## config.mk

```make
export PLATFORM = sky130hd
export DESIGN_NAME = hex_lcd_streamer
export DESIGN_NICKNAME = d
export VERILOG_FILES = /design/src/rtl/hex_lcd_streamer.sv
export SDC_FILE = /design/constraint.sdc
export NUM_CORES = 1
export LEC_CHECK = 0
export ABC_AREA = 1
export CAP_MARGIN = 20
export CELL_PAD_IN_SITES_DETAIL_PLACEMENT = 2
export CELL_PAD_IN_SITES_GLOBAL_PLACEMENT = 2
export CORE_ASPECT_RATIO = 1.75
export CORE_MARGIN = 2
export CORE_UTILIZATION = 32
export CTS_CLUSTER_DIAMETER = 200
export DETAILED_ROUTE_END_ITERATION = 12
export PLACE_DENSITY = 0.88
export SKIP_CTS_REPAIR_TIMING = 1
export SLEW_MARGIN = 20
export SYNTH_ARGS = -nofsm -noshare
export SYNTH_HDL_FRONTEND = slang
export SYNTH_SLANG_ARGS = --single-unit
```

## constraint.sdc

```tcl
create_clock -name clk -period 2.9 [get_ports clk]
set_input_delay 0.58 -clock clk [delete_from_list [all_inputs] [get_ports clk]]
set_output_delay 0.58 -clock clk [all_outputs]
set_load 0.03 [all_outputs]
```

## src/rtl/hex_lcd_streamer.sv

```systemverilog
// Streams a hex word to an LCD driver one character per handshake,
// most-significant nibble first, with optional leading-zero blanking.
module hex_lcd_streamer #(
  parameter int         DIGITS     = 4,
  parameter bit         BLANK_LZ   = 1'b1,
  parameter logic [7:0] BLANK_CHAR = 8'h20
) (
  input  logic                  clk,
  input  logic                  rst,
  input  logic                  start,
  input  logic [4*DIGITS-1:0]   value,
  input  logic                  upper,
  output logic [7:0]            char_out,
  output logic                  char_valid,
  input  logic                  char_ready,
  output logic                  char_last,
  output logic                  busy,
  output logic                  done
);

  localparam int W  = 4 * DIGITS;
  localparam int IW = (DIGITS > 1) ? $clog2(DIGITS) : 1;
  localparam logic [IW-1:0] TOP = IW'(DIGITS - 1);

  typedef enum logic [1:0] {
    IDLE,
    EMIT,
    DONE
  } state_t;

  state_t        state;
  logic [W-1:0]  word;
  logic          up;
  logic [IW-1:0] idx;

  // A digit is blanked when it and every nibble above it are zero,
  // except the least-significant one which always shows.
  function automatic logic [7:0] enc(
    input logic [W-1:0]  w,
    input logic [IW-1:0] i,
    input logic          u
  );
    logic [3:0]   n;
    logic [W-1:0] hi;
    logic [7:0]   c;
    n  = w[{i, 2'b00} +: 4];
    hi = w >> {i, 2'b00};
    if (BLANK_LZ && (i != '0) && (hi == '0))
      c = BLANK_CHAR;
    else if (n < 4'd10)
      c = 8'h30 + {4'h0, n};
    else
      c = (u ? 8'h37 : 8'h57) + {4'h0, n};
    return c;
  endfunction

  always_ff @(posedge clk or posedge rst) begin
    if (rst) begin
      state      <= IDLE;
      word       <= '0;
      up         <= 1'b0;
      idx        <= '0;
      char_out   <= 8'h00;
      char_valid <= 1'b0;
      char_last  <= 1'b0;
      busy       <= 1'b0;
      done       <= 1'b0;
    end else begin
      unique case (state)
        IDLE: begin
          if (start) begin
            word       <= value;
            up         <= upper;
            idx        <= TOP;
            char_out   <= enc(value, TOP, upper);
            char_valid <= 1'b1;
            char_last  <= (DIGITS == 1);
            busy       <= 1'b1;
            state      <= EMIT;
          end
        end
        EMIT: begin
          if (char_ready) begin
            if (idx == '0) begin
              char_valid <= 1'b0;
              char_last  <= 1'b0;
              done       <= 1'b1;
              state      <= DONE;
            end else begin
              idx       <= idx - 1'b1;
              char_out  <= enc(word, idx - 1'b1, up);
              char_last <= (idx == IW'(1));
            end
          end
        end
        DONE: begin
          done  <= 1'b0;
          busy  <= 1'b0;
          state <= IDLE;
        end
        default: state <= IDLE;
      endcase
    end
  end

endmodule

```

Word-level counts from Yosys, hierarchy flattened
Index checks and enable logic that the tools add are counted.
{"block": "word_totals", "inputBits": 21, "wordCells": 71, "ff_bits": 33, "output_inout_bits": 12}
{"block": "op_classes", "add_sub_neg": 5, "n_reduce_logical": 16, "n_eq_ne": 7, "mux": 30, "shift": 2, "magnitude_cmp": 2}
{"op": "$mux 8", "n": 7}
{"op": "$logic_not 16->1", "n": 2}
{"op": "$add 7x4->8", "n": 2}
{"op": "$pmux 8 s2", "n": 1}
{"op": "$shiftx 16x5->4", "n": 1}
{"op": "$shr 16x4->16", "n": 1}
{"op": "$add 6x4->7 const A", "n": 2}
{"op": "$mux 7", "n": 2}
{"op": "$mux 2", "n": 6}
{"op": "$reduce_and 3->1", "n": 3}
{"op": "$lt 4x4->1 const B", "n": 2}
{"op": "$mux 1", "n": 8}
{"op": "$ne 2x2->1 const B", "n": 4}
{"op": "$pmux 1 s2", "n": 4}
{"op": "$pmux 2 s2", "n": 2}
{"op": "$reduce_and 4->1", "n": 2}
{"op": "$reduce_bool 2->1", "n": 4}
{"op": "$eq 2x1->1 const B", "n": 2}
{"op": "$logic_not 2->1", "n": 2}
{"op": "$reduce_and 2->1", "n": 2}
{"op": "$eq 2x2->1 const B", "n": 1}
{"op": "$sub 2x1->2 const B", "n": 1}
{"op": "$logic_and 1x1->1", "n": 1}

Logic depth before layout (Yosys ltp)
{"block": "logic_depth", "depth_word": 8, "depth_mapped": 13, "mapped_depth_nobuf": 12}

Worst setup path before layout
No wires, ideal clock.
{"block": "synth_path", "kind": "flip-flop to flip-flop", "from": "reg idx[0]", "to": "reg char_out[0]", "period_less_slack_ps": 1954, "t_required_ps": 2778, "path_slack_ps": 946, "setup_time_ps": 122, "arrival_time_ps": 1833, "path_stages_with_launch": 12, "cell_sequence": "dfrtp_1 inv_2 buf_6 ha_1 o21ai_1 ha_1 a21boi_1 nand3_1 nand2_1 nand2_1 nand2_1 a21oi_2"}
{"block": "synth_between", "elab_chain_len": 8, "word_cells_on_any_way": 17, "cone_classes": "add/sub (3); order compare (1); eq/ne (1); shift (2); mux (5); reduce/logical (5)"}
{"element": "start, declared", "line": "34", "rtl": "logic [IW-1:0] idx;"}
{"element": "start signal, assigned", "line": "90", "rtl": "idx <= idx - 1'b1;"}
{"element": "$sub 2x1->2", "line": "91", "rtl": "char_out <= enc(word, idx - 1'b1, up);"}
{"element": "$shiftx 16x5->4 / $shr 16x4->16 (equally long branches)", "line": "46, 47"}
{"element": "$add 7x4->8 (tied with other cells)", "line": "53", "rtl": "c = (u ? 8'h37 : 8'h57) + {4'h0, n};"}
{"element": "$mux 8 / $logic_and 1x1->1 (equally long branches)", "line": "50, 48"}
{"element": "$mux 8", "line": "48", "rtl": "if (BLANK_LZ && (i != '0) && (hi == '0))"}
{"element": "$mux 8", "line": "84", "rtl": "if (idx == '0) begin"}
{"element": "$mux 8", "line": "83", "rtl": "if (char_ready) begin"}
{"element": "$pmux 8 s2", "line": "69", "rtl": "unique case (state)"}
{"element": "end signal, assigned", "line": "75", "rtl": "char_out <= enc(value, TOP, upper);"}
{"element": "end signal, assigned", "line": "91"}
{"element": "end, declared", "line": "13", "rtl": "output logic [7:0] char_out,"}
Several ways; a longest one is shown, not always the timed one. The select of a mux whose other input is x is not followed.
A chain may end at the register's enable or synchronous reset.

Worst setup path after layout
Same ends and word-level chain as after synthesis.

==> summary.md <==
| Metric | Value |
|---|---|
| Status | complete, no violations |
| Initial Util | between 30% and 40% |
| Final HPWL DP | about 4.6 mm |
| DRC | 0 |
| Port Buffers | 31 |
| Final Hold Slack | a little under 500 ps |
| Gate Count Post-Synth | 254 |
| CP Launch Type | register |
| # rows | 36 |
| Final period utilization | around nine tenths |
| Top cells by count, synth | nand2_1, dfrtp_1, inv_1, nand3_1, nor2_1 |
| Worst vdd ir | 425.1 µV |
| Total grt overflow | 0 |
| Asr flop ratio synth | 100.0% |
| Clock Path Buffers | 2 |
| Mapped Avg Cell Area | about 7.4 µm² |
| Post-synth top flop | dfrtp_1 |
| Final Hold Violating Endpoints | 0 |
| Synth area leaders | dfrtp_1, nand2_1, nand3_1 |
| Chip width | 61.78 µm |
| Clk sinks | 32 |
| Clock buffer count from CTS | 5 |
| Final Cell Area | approximately 0.0023 mm² |
| Setup TNS | 0 ps |
| Die H | between 100 and 150 µm |
| Layout cells sized above 1 | under 10% |
| Setup Slack @ Placement | 347.9 ps |
| Synth warn | 0 |
| Hold Path Class | reg -> reg |
| Clock transition at the registers of the reported paths | 70 ps |
| Max Freq | between 0.3 and 0.4 GHz |
| GPL Wtd Cong | 0.8601 |
| Initial antenna violation count | 0 |
| Number of flops mapped to enable cells by yosys | 0 |
| N_diodes | 0 |
| Register area share after synthesis | a little over two fifths |
| Mapped Nets | around 280 |
| Most frequent cell after synthesis | nand2_1 |
| Final setup viols | 0 |
| Largest net degree at the start of global routing | 33 |
| Area grow syn2layout | 24.83% |
| Crit path required time | about 3100 ps |
| Final Worst Setup Slack | 325.6 ps |
| Post-DRT Antenna Nets | 0 |
| Static leakage | approximately 0.0012 µW |
| Worst skew pair latency | 290 ps |
| Vias post-DR | 1778 |
| I/O pin count | 33 |
| Core area | between 0.005 and 0.006 mm² |
| Yosys cell types | 27 |
| Cells after DPL | between 300 and 400 |
| Initial DRC count | 47 |
| GRT Total Usage | 20.66% |
| Pwr dens | roughly 1400 mW/mm² |
| Average wire per standard cell | roughly 16 µm |
| Worst-case clock skew | about 6.6 ps |
| # fillers | a little under 700 |
| Number of vias per cell | roughly 4.9 |
| Die ar. | roughly 0.0065 mm² |
| Seq cells post-synth | 32 |
| First-pass GRT wire length | between 9 and 10 mm |
| Root buf cell | clkbuf_8 |
| RSZ-0062 raised after global routing | false |
| H-tree Lvls | 2 |
| Largest area contributor in the netlist | dfrtp_1 |
| Yosys top cell area share | between 40% and 50% |
| Non-Filler Instances | ~360 |
| Worst Setup End Kind | register |
| Final Slew Violations | 0 |
| Vias in the first global route | 2079 |
| Crit path max fanout | 15 |
| TritonCTS clock tree | yes |
| WP data arrival | roughly 2800 ps |
| Nets | between 300 and 400 |
| WS Path Type | reg -> reg |
| Post-Synthesis Cell Area | 0.001869 mm² |
| Drt pass-1 iters | 4 |
| Drt total wl | between 5 and 6 mm |
| Placed Area | 0.002241 mm² |
| MaxCap Viol Count | 0 |
| Fin crit period | between 2000 and 3000 ps |
==> critical path, cell delays in order, from the launching register on <==
cell	delay, ps
dfrtp_1	650
inv_2	210
ha_1	480
nand3_1	110
o21ai_1	200
ha_1	220
a21boi_1	200
nand3_1	100
nand2_1	70
nand2_1	90
nand2_1	90
a21oi_2	50
==> layout make-up <==
cell class	count	area (µm²)	share of cell area (%)
multi-input cells	185	907.1	38.87
flip-flops and latches	32	800.8	34.32
repair buffers	33	325.3	13.94
inverters	30	112.6	4.826
well taps	76	95.09	4.075
clock buffers	6	82.58	3.539
clock inverters	2	10.01	0.4290
==> cells in the final DEF (no fill, tap or decap), drive strengths merged <==
master         count
nor2              16
o21ai             20
nor3               1
nand3b             1
nand4              3
nand2             96
ha                 6
or2                5
buf                2
clkbuf             6
clkinv             4
xor2               1
a21oi              9
o21a               1
clkdlybuf4s50     31
nand3             21
dfrtp             32
conb               1
a21boi             4
inv               28
==> cells by family (layout without fill, tap and decap cells) <==
| family | count (synthesis) | after routing | synth area share, % |
|---|---|---|---|
| and+or+nand+nor | 143 | 143 | 33.67 |
| buffers and inverters | 37 | 71 | 8.635 |
| AOI/OAI and AO/OA | 34 | 34 | 10.17 |
| DFF | 32 | 32 | 42.84 |
| adders and majority gates | 6 | 6 | 4.016 |
| other | 1 | 1 | 0.2006 |
| xor gates and xnor gates | 1 | 1 | 0.4686 |
==> power breakdown <==
part	switching (µW)	internal [µW]	total [µW]
combinational	1280	676	1960
sequential	169	667	836
clock	174	189	364
total	1630	1530	3160
==> layer usage <==
metal / GRT usage [%] / routed length [µm] / part of all wire (%)
met1: 20.39 / 1983 / 34
met2: 40.00 / 3568 / 61
met3: 2.599 / 103 / 1.8
met4: 7.599 / 176 / 3.0
met5: 0 / 0 / 0
==> final timing paths <==
path,startpoint,endpoint,slack (ps),cells after the start
setup / recovery,idx[0],char_out[0],330,11
hold / removal,char_last,char_last,480,2
setup reg to reg,idx[0],char_out[0],330,11
hold reg to reg,char_last,char_last,480,2
max in group asynchronous,rst,word[7],1900,3
min in group asynchronous,rst,idx[0],690,3
==> state kept, by name (all words and copies together) (netlist names) <==
register / cells
char_out: 7
word: 16
busy: 1
char_valid: 1
idx: 2
up: 1
char_last: 1
done: 1
state: 2
==> metrics by stage <==
| step | util, % | power (µW) |
|---|---|---|
| final | 41.78 | 3159 |
| after global routing | 41.78 | 3470 |
| after CTS | 41.78 | 3212 |
| after detailed placement | 40.12 | 2800 |
| after global placement | 40.12 | 2679 |
| after floorplan | - | 2191 |
Note: power is estimated with default switching activity, not from simulation.
